==> config.mk <==
export PLATFORM = sky130hd
export DESIGN_NAME = cache_mem_arbiter
export DESIGN_NICKNAME = d
export VERILOG_FILES = /design/src/rtl/cache_mem_arbiter_pkg.sv /design/src/rtl/cache_mem_arbiter_rr_arb2.sv /design/src/rtl/cache_mem_arbiter.sv
export SDC_FILE = /design/constraint.sdc
export NUM_CORES = 1
export LEC_CHECK = 0
export CAP_MARGIN = 20
export CORE_MARGIN = 5
export CORE_UTILIZATION = 30
export CTS_BUF_LIST = sky130_fd_sc_hd__clkbuf_4
export DETAILED_ROUTE_END_ITERATION = 6
export GPL_TIMING_DRIVEN = 0
export PLACE_DENSITY = 0.79
export SYNTH_ARGS = -nofsm -noshare
export SYNTH_HDL_FRONTEND = slang
export SYNTH_SLANG_ARGS = --single-unit
==> constraint.sdc <==
create_clock -name clk -period 3.2 [get_ports clk]
set_input_delay 0.64 -clock clk [delete_from_list [all_inputs] [get_ports clk]]
set_output_delay 0.64 -clock clk [all_outputs]
set_load 0.005 [all_outputs]
==> src/rtl/cache_mem_arbiter_pkg.sv <==
// Shared FSM encoding and grant identifiers for the I/D cache memory arbiter.
// Pure declarations: no latency, no backpressure.
package cache_mem_arbiter_pkg;
   typedef enum logic [1:0] {
      IDLE = 2'd0,
      XFER = 2'd1,
      RESP = 2'd2
   } state_t;

   localparam logic GNT_I = 1'b0;
   localparam logic GNT_D = 1'b1;
endpackage

==> src/rtl/cache_mem_arbiter_rr_arb2.sv <==
// Two-way round-robin pick; combinational, zero latency.
// No backpressure: the grant is only consumed while the arbiter sits in IDLE.
module rr_arb2
   import cache_mem_arbiter_pkg::*;
(
   input  logic [1:0] i_req,
   input  logic       i_last,
   output logic       o_gnt
);
   always_comb begin
      o_gnt = GNT_I;
      if (i_req[1] & i_req[0])
         o_gnt = ~i_last;
      else if (i_req[1])
         o_gnt = GNT_D;
   end
endmodule

==> src/rtl/cache_mem_arbiter.sv <==
// Shares one memory port between I and D line transfers; a line takes >= 2*LINE_WORDS+1 cycles.
// Each beat waits on mem_ready; the waiting requester is held off through stall.
module cache_mem_arbiter
   import cache_mem_arbiter_pkg::*;
#(
   parameter int LINE_WORDS = 4,
   parameter int IDX_W      = $clog2(LINE_WORDS)
) (
   input  logic             clk,
   input  logic             rst,
   input  logic             i_req,
   input  logic [31:0]      i_addr,
   output logic             i_valid,
   output logic [31:0]      i_rdata,
   output logic             i_done,
   input  logic             d_req,
   input  logic             d_we,
   input  logic [31:0]      d_addr,
   input  logic [31:0]      d_wdata,
   output logic             d_valid,
   output logic [31:0]      d_rdata,
   output logic             d_done,
   output logic [IDX_W-1:0] beat_idx,
   output logic             mem_req,
   output logic             mem_we,
   output logic [31:0]      mem_addr,
   output logic [31:0]      mem_wdata,
   input  logic [31:0]      mem_rdata,
   input  logic             mem_ready,
   output logic             stall
);
   localparam int LINE_W = 32 - IDX_W - 2;

   state_t              r_state;
   state_t              w_state_nxt;
   logic                r_owner;
   logic                r_last;
   logic                r_we;
   logic [LINE_W-1:0]   r_line;
   logic [IDX_W-1:0]    r_beat;
   logic                r_bubble;
   logic                r_vld;
   logic [31:0]         r_rdata;
   logic                w_gnt;
   logic                w_any_req;
   logic                w_beat_acc;
   logic                w_last_beat;
   logic                w_unused_bits;

   assign w_any_req     = i_req | d_req;
   assign w_beat_acc    = mem_req & mem_ready;
   assign w_last_beat   = (r_beat == IDX_W'(LINE_WORDS - 1));
   assign w_unused_bits = ^{i_addr[IDX_W+1:0], d_addr[IDX_W+1:0]};

   rr_arb2 u_arb (
      .i_req  ({d_req, i_req}),
      .i_last (r_last),
      .o_gnt  (w_gnt)
   );

   always_ff @(posedge clk) begin
      if (rst)
         r_state <= IDLE;
      else
         r_state <= w_state_nxt;
   end

   always_comb begin
      w_state_nxt = r_state;
      case (r_state)
         IDLE:    if (w_any_req) w_state_nxt = XFER;
         XFER:    if (w_beat_acc && w_last_beat) w_state_nxt = RESP;
         RESP:    w_state_nxt = IDLE;
         default: w_state_nxt = IDLE;
      endcase
   end

   always_comb begin
      mem_req   = (r_state == XFER) & ~r_bubble;
      mem_we    = (r_state == XFER) & r_we;
      mem_wdata = ((r_state == XFER) && r_we) ? d_wdata : 32'd0;
      i_done    = (r_state == RESP) & (r_owner == GNT_I);
      d_done    = (r_state == RESP) & (r_owner == GNT_D);
      i_valid   = r_vld & (r_owner == GNT_I);
      d_valid   = r_vld & (r_owner == GNT_D);
      i_rdata   = (r_owner == GNT_I) ? r_rdata : 32'd0;
      d_rdata   = (r_owner == GNT_D) ? r_rdata : 32'd0;
   end

   assign mem_addr = {r_line, r_beat, 2'b00};
   assign beat_idx = r_beat;
   assign stall    = w_any_req & ~(i_done | d_done);

   // The last beat leaves the index parked; RESP is the only place it returns to 0.
   always_ff @(posedge clk) begin
      if (rst) begin
         r_owner  <= GNT_I;
         r_last   <= GNT_I;
         r_we     <= 1'b0;
         r_line   <= '0;
         r_beat   <= '0;
         r_bubble <= 1'b0;
         r_vld    <= 1'b0;
         r_rdata  <= 32'd0;
      end else begin
         r_vld    <= w_beat_acc;
         r_bubble <= w_beat_acc;
         if (w_beat_acc) begin
            if (!r_we) r_rdata <= mem_rdata;
            if (!w_last_beat) r_beat <= r_beat + 1'b1;
         end
         if (r_state == RESP) r_beat <= '0;
         if (r_state == IDLE && w_any_req) begin
            r_owner <= w_gnt;
            r_last  <= w_gnt;
            r_we    <= (w_gnt == GNT_D) & d_we;
            r_line  <= (w_gnt == GNT_D) ? d_addr[31:IDX_W+2] : i_addr[31:IDX_W+2];
            r_rdata <= 32'd0;
         end
      end
   end
endmodule

# Yosys cells after proc, flatten, opt, wreduce, memory -nomap -nowiden

Cells that the tools add are included.

Flip-flop bits (word level): 67
Bits of input ports: 134
Output and inout port bits: 137
Logic and storage cells: 48

Add/subtract/negate cells: 1
Eq/ne operators: 5
Multiplexer cells: 9
Bitwise operators: 17
Reductions and logical operators: 9

Operators with widths:

| kind                  | count |
|---|---|
| $mux W32              | 3 |
| $mux W28              | 1 |
| $and A1 B1 Y1         | 10 |
| $reduce_and A2 Y1     | 3 |
| $not A1 Y1            | 5 |
| $eq A2 B2 Y1 const B  | 2 |
| $mux W2               | 2 |
| $ne A2 B2 Y1 const B  | 2 |
| $pmux W2 S2           | 1 |
| $reduce_or A2 Y1      | 2 |
| $logic_and A1 B1 Y1   | 3 |
| $add A2 B1 Y2 const B | 1 |
| $eq A2 B1 Y1 const B  | 1 |
| $logic_not A2 Y1      | 1 |
| $mux W1               | 2 |
| $or A1 B1 Y1          | 2 |

# Logic depth before layout (Yosys ltp)

Gate-level depths: netlist of run 1.

Depth after elaboration: 6
Gate-level depth with buffers: 6

# Cells and area by module

A second synthesis of run 1 with hierarchy kept.

Cells, all modules: 391
Area total of the unflattened synthesis: 3564.7 um^2

Modules (own cells, without submodules):

| module            | instances | cells each | area an instance (um^2) |
|---|---|---|---|
| cache_mem_arbiter | 1         | 390        | 3553.4 |
| rr_arb2           | 1         | 1          | 11.3 |

# Least setup slack after synthesis of run 1

Ideal clock, no wire load.

Path kind: register -> output
Start: register r_we
End: output port mem_wdata[10]
Arrival: 1132 ps
Required time: 2560 ps
Setup slack: 1428 ps
Cell stages (with the launch flop): 5
Cell sequence: dfxtp_1 -> inv_1 -> nor3b_2 -> clkbuf_1 -> and2_1

Word-level cells in the longest chain between the ends: 2

RTL lines:

| what                   | RTL line                 | RTL |
|---|---|---|
| from (decl)            | cache_mem_arbiter.sv:38  | `logic r_we;` |
| from (signal assigned) | cache_mem_arbiter.sv:116 | `r_we <= (w_gnt == GNT_D) & d_we;` |
| $logic_and A1 B1 Y1    | cache_mem_arbiter.sv:81  | `mem_wdata = ((r_state == XFER) && r_we) ? d_wdata : 32'd0;` |
| $mux W32               | cache_mem_arbiter.sv:81  |  |
| to (decl)              | cache_mem_arbiter.sv:27  | `output logic [31:0] mem_wdata,` |

Every way passes these cells.

# Final worst setup path of run 1

Start: register r_we
End: output port mem_wdata[18]

Same word-level chain as after synthesis.

==> impl_results.md, run 1 <==
* Area Overhead vs Synth at 82.8%
* Max-capacitance violation count at 0
* ANT nets after route at 0
* Num rows at 39
* Reg2reg setup slack at 1.53 ns
* Via-to-Cell Ratio at 4.88
* Yosys warnings at 0
* Clock Path Buffers at 2
* Endpoints failing hold at 0
* Hold endpoint: r_rdata[12]$_SDFFE_PP0P_
* Max Clk Rate at 334 MHz
* Cells after Synth at 460
* Full die area at 14000 um2
* H-tree depth at 3
* Die Ht at 118 um
* Hold Startpoint: r_rdata[12]$_SDFFE_PP0P_
* Startpoint Class: flip-flop
* CP required at 2.56 ns
* Avg WL per Cell at 16.2 um
* Capture point of the worst reg-to-reg path: r_line[22]$_SDFFE_PP0P_
* Reg-to-Reg Start: r_state[1]$_SDFFE_PP0P_
* Gpl congestion at 0.833
* Vias at approximately 4300
* Period Utilization, post-route at 0.937
* Initial drt markers at about 280
* Number of global-route vias before repair at 4365
* Sequential share of the synthesized area at 0.381
* First drt pass iteration count at 4
* First-pass GRT wire length at 22100 um
* NumNets Final at 866
* Worst-case reg-to-reg path depth at 4
* Port Buffer Count at about 260
* Postcts setup bufs at 0
* CP Max Fanout at 10
* Crit end category: output pin
* Worst IR Drop VDD at 0.253 mV
* Multi-input gate area at about 1900 um2
* Min-Delay Path Depth at 2
* WL final at between 10000 and 15000 um
* Cell variety after synth at 30
* Clk sinks at between 60 and 70
* Drt drc at 0
* Commonest non-fill, non-tap cell in the layout: clkdlybuf4s50_1
* CTS tree: done
* Number of I/O pins at 271
* Hold-fix buffers at CTS at 0
* GRT Util Overall at 0.191
* Final number of setup-violating endpoints at 0
* Die span in x at 118 um
* Clk pin slew, worst setup/hold paths at approximately 0.11 ns
* Worst slack at placement at just under 0.5 ns
* Arr. time, crit path at 2.36 ns
* Remaining global-route overflow at 0
* Fin. max-slew vios at 0
* Starting Density at 0.307
* Setup ws final at 0.202 ns
* Initial antenna violation count at 1
* Largest net degree at the start of global routing at 12
* FF+latch area at 1340 um2
* Core area at 11500 um2
* Layout fillers at 1080
* Slew @ Worst Pin at 0.538 ns
* TritonCTS Buffers at 9
* Run status: finished, final reports clean
* Synthesized area at 3520 um2
* Average cell area after synthesis at 7.65 um2
* Cts repair resizes at 0
* Most frequent cells in the layout: clkdlybuf4s50_1 (259), and2_1 (67), dfxtp_1 (67)
* CTS Root Cell: clkbuf_4
* Sum Neg Setup Slack at 0 ns
* HPWL after DPL at 11500 um
* Slew margin rel. at 0.642
* Flops & latches, synth at 67
* Pwr/cell area at 313 nW/um2
* Worst-Skew Late Latency at 0.41 ns
* Hold Crit Class: reg2reg
* Clock Skews at between 0.015 and 0.02 ns
* Unrepaired setup endpoints after global routing: false
* WS Path Type: reg2out
* Post-layout min period at 3.00 ns
* Layout cells sized above 1 at 0.0625
* Static Leakage at 2.38 nW
cell type report:
| cell class | instances | area share |
|---|---|---|
| plain buffers | 49 | 0.0363 |
| clock buffers | 11 | 0.0128 |
| multi-input cells | 344 | 0.303 |
| flip-flops and latches | 67 | 0.208 |
| diodes | 1 | 0.000389 |
| clock inverters | 5 | 0.00836 |
| inverters | 1 | 0.000583 |
| well taps | 143 | 0.0278 |
| repair buffers | 259 | 0.403 |
routing by layer:
layer,global-route usage,part of all wire,vias up
li1,-,-,2124
met1,0.203,0.38,1975
met2,0.349,0.51,172
met3,0.0649,0.083,26
met4,0.0703,0.023,0
met5,0,0,-
power breakdown:
| part | total, mW | internal, mW | switching (mW) |
|---|---|---|---|
| sequential | 0.916 | 0.884 | 0.0316 |
| combinational | 0.541 | 0.315 | 0.226 |
| clock | 0.560 | 0.254 | 0.307 |
| total | 2.02 | 1.45 | 0.564 |
synth_stat cells, drive strengths merged:
library cell,instances,area (um2)
buf,26,145
nor3b,2,20.0
conb,1,3.75
nor2b,35,219
or2,2,12.5
dfxtp,67,1340
nor2,5,26.3
a21o,1,7.51
a21oi,63,315
inv,1,3.75
nor4bb,1,10.0
or3,1,6.26
a311oi,28,245
a21boi,1,18.8
nand4bb,1,11.3
clkbuf,23,86.3
a211oi,2,15.0
ha,1,12.5
a21bo,1,10.0
and2,67,419
nand3,33,165
nand3b,3,22.5
nand2,58,218
nand4,1,6.26
o21ai,36,180
through the flow:
stage | area (um2) | cells | total power [mW] | util | hold WS (ns)
after floorplan | 3520 | 461 | 1.14 | - | 0.458
after global placement | 6300 | 863 | 1.47 | 0.549 | 0.470
after detailed placement | 6300 | 863 | 1.48 | 0.549 | 0.474
after CTS | 6430 | 879 | 2.04 | 0.561 | 0.490
after global routing | 6440 | 880 | 2.13 | 0.561 | 0.523
final | 6440 | 880 | 2.02 | 0.561 | 0.491
how the worst max path moves through the flow:
| stage | startpoint | to | slack (ns) |
|---|---|---|---|
| after CTS | r_we$_SDFFE_PP0P_ | mem_wdata[18] | 0.04 |
| after global placement | i_req | stall | 0.51 |
| after detailed placement | i_req | stall | 0.49 |
| final | r_we$_SDFFE_PP0P_ | mem_wdata[18] | 0.20 |
| after floorplan | r_we$_SDFFE_PP0P_ | mem_wdata[10] | 1.43 |
| after global routing | r_we$_SDFFE_PP0P_ | mem_wdata[21] | 0.03 |
worst max-delay path, stage by stage, from the launching register on:
cell	delay, ns
dfxtp_1	0.44
inv_1	0.18
nor3b_2	0.40
clkbuf_2	0.27
and2_1	0.16
clkdlybuf4s50_1	0.52
kinds of logic (layout without fill, tap and decap cells):
| kind of cell | after synthesis | after routing | share of synthesized area |
|---|---|---|---|
| adders and majority gates | 1 | 1 | 0.00355 |
| DFF | 67 | 67 | 0.381 |
| buffers and inverters | 50 | 325 | 0.0668 |
| and+or+nand+nor | 209 | 209 | 0.323 |
| other | 1 | 3 | 0.00107 |
| AOI/OAI and AO/OA | 132 | 132 | 0.225 |
flip-flops by register name (all words and copies together), names as in the netlist:
signal and cells:
r_rdata 32, r_line 28, beat_idx 2, r_state 2
r_last 1, r_vld 1, r_we 1
No activity file was read; power rests on OpenSTA's default activity.
==> run 2: changes to the inputs <==
Settings changed: GPL_ROUTABILITY_DRIVEN from default to 0.
==> results of run 2 <==
The final DEF is identical to that of run 1; final timing and power are the same.
==> run 3: changes to the inputs <==
--- a/config.mk
+++ b/config.mk
@@ -14,3 +14,3 @@
 export GPL_TIMING_DRIVEN = 0
-export PLACE_DENSITY = 0.79
+export PLACE_DENSITY = 0.75
 export SYNTH_ARGS = -nofsm -noshare
==> constraint.sdc (replaced) <==
create_clock -name clk -period 3.2 [get_ports clk]
set_input_delay 0.48 -clock clk [delete_from_list [all_inputs] [get_ports clk]]
set_output_delay 0.48 -clock clk [all_outputs]
set_load 0.005 [all_outputs]
==> run 3 against run 2 <==
  * Core utilization about the same
  * Largest cell class unchanged
  * Via count down 1.2%
  * Cell count down 0.11%
  * Clock-buffer cell count down 2
==> impl_results.md, run 3 (same netlist as run 1, synthesis figures left out) <==
* N_diodes at 0 (-1)
* Largest regs: r_rdata: 32 flops, r_line: 28 flops
* M1 WL at 5930 um (+8.8%)
* Power Total at 2.02 mW (about the same)
* Setup ws final at 0.213 ns (+0.0115 ns)
* Most frequent cells in the layout: clkdlybuf4s50_1 (259), and2_1 (67), dfxtp_1 (67)
* Die span in x at 118 um (unchanged)
* Max FFs per register at 32 (unchanged)
* Worst IR Drop VDD at 0.191 mV (-24%)
* Clock Skews at 0.0221 ns (+0.00503 ns)
* Worst slack at placement at 0.617 ns (+0.123 ns)
* Area Overhead vs Synth at 82.7% (about the same)
* Full die area at 14000 um2 (unchanged)
* Arr. time, crit path at 2.51 ns (+0.15 ns)
* Clock Path Buffers at 2 (unchanged)
* Initial antenna violation count at 0 (-1)
* Post-layout min period at 2.99 ns (-0.0115 ns)
* Top reg by flops: r_rdata
* Cts repair resizes at 0 (unchanged)
* Hold-fix buffers at CTS at 0 (unchanged)
* Slew margin rel. at 0.617 (-0.0246)
* Static Leakage at 2.36 nW (-0.59%)
* Hold Crit Class: reg2reg
* Startpoint Class: flip-flop
* Clk sinks at 67 (unchanged)
* Layout Utilization at 0.561 (about the same)
* Crit end category: output pin
* Max-capacitance violation count at 0 (unchanged)
* DP Area at 6300 um2 (unchanged)
* Max Clk Rate at 335 MHz (+0.39%)
* Num rows at 39 (unchanged)
* Via-to-Cell Ratio at 4.83 (-1.1%)
* Endpoints failing hold at 0 (unchanged)
* CTS Root Cell: clkbuf_4
* Slew @ Worst Pin at 0.574 ns (+0.0369 ns)
* Initial drt markers at 212 (-23%)
* Remaining global-route overflow at 0 (unchanged)
* Commonest non-fill, non-tap cell in the layout: clkdlybuf4s50_1
* TritonCTS Buffers at 9 (unchanged)
* Starting Density at 0.307 (unchanged)
* WS Path Type: reg2out
* Layout cells sized above 1 at 0.0584 (-0.00408)
* ANT nets after route at 0 (unchanged)
* Unrepaired setup endpoints after global routing: false
* NumNets Final at 866 (unchanged)
* Fin. max-slew vios at 0 (unchanged)
* GRT Util Overall at 0.193 (+0.00197)
* Post-route cell area at 6430 um2 (about the same)
* Run status: finished, final reports clean
* Pwr/cell area at 313 nW/um2 (about the same)
* Largest net degree at the start of global routing at 13 (+1)
* Number of I/O pins at 271 (unchanged)
* Max layer used: met4
* Vias at 4245 (-1.2%)
* Postcts setup bufs at 0 (unchanged)
* Drt drc at 0 (unchanged)
* Avg WL per Cell at 16.4 um (+1.5%)
* First-pass GRT wire length at 22600 um (+2.0%)
* Met2 wire length at 6990 um (-3.8%)
* WL final at 14400 um (+1.4%)
* Core area at 11500 um2 (unchanged)
* First drt pass iteration count at 4 (unchanged)
* HPWL after DPL at 11600 um (+0.67%)
* Port Buffer Count at 259 (unchanged)
* Worst-Skew Late Latency at 0.42 ns (about the same)
* Period Utilization, post-route at 0.933 (-0.00360)
* CTS tree: done
* Number of global-route vias before repair at 4410 (+1.0%)
* CP required at 2.72 ns (+0.16 ns)
* Met3 Wirelength at 1270 um (+7.5%)
* Clk pin slew, worst setup/hold paths at 0.11 ns (about the same)
* Final number of setup-violating endpoints at 0 (unchanged)
* H-tree depth at 3 (unchanged)
* CP Max Fanout at 10 (unchanged)
* Sum Neg Setup Slack at 0 ns (unchanged)
* Die Ht at 118 um (unchanged)
[run 3: changes by cell type in the layout (fill, tap and decap cells not counted), sizes merged]
cell and delta:
diode -1, clkinv +1, clkbuf -2, clkinvlp +1
[run 3: final timing paths]
kind / from / endpoint / slack [ns] / cells past startpoint
worst max-delay path: r_we$_SDFFE_PP0P_ / mem_wdata[5] / 0.21 / 5
worst min-delay path: r_rdata[29]$_SDFFE_PP0P_ / r_rdata[29]$_SDFFE_PP0P_ / 0.50 / 2
worst max register to register: r_state[1]$_SDFFE_PP0P_ / r_line[22]$_SDFFE_PP0P_ / 1.58 / 4
worst min register to register: r_rdata[29]$_SDFFE_PP0P_ / r_rdata[29]$_SDFFE_PP0P_ / 0.50 / 2
[run 3: final cells by class]
type / count / area, um2
Buffer: 49 / 231
Fill cell: 1079 / 5030
Clock buffer: 9 / 67.6
Timing Repair Buffer: 259 / 2590
Tap cell: 143 / 179
Inverter: 1 / 3.75
Multi-Input combinational cell: 344 / 1950
Sequential cell: 67 / 1340
Clock inverter: 7 / 68.8
[run 3: worst max-delay path, cell delays in order, from the launching register on]
cell and delay (ns):
dfxtp_1 0.48, inv_1 0.20, nor3b_2 0.39, clkbuf_1 0.31, and2_1 0.20, clkdlybuf4s50_1 0.52
[run 3: per-stage QoR]
stage / std cells / hold WS, ns
after floorplan: 461 / 0.458
after global placement: 863 / 0.467
after detailed placement: 863 / 0.479
after CTS: 879 / 0.494
after global routing: 879 / 0.516
final: 879 / 0.496
[run 3: power breakdown]
group	internal, mW	switching, mW	leakage, nW	total, mW
Clock	0.235	0.320	0.0733	0.555
Sequential	0.884	0.0335	0.549	0.918
Combinational	0.316	0.228	1.74	0.544
Total	1.44	0.581	2.36	2.02
[run 3: routing by layer]
layer,GRT usage,up-vias
met4,0.0530,0
met3,0.0664,17
met1,0.223,1940
met5,0,-
met2,0.339,167
li1,-,2121
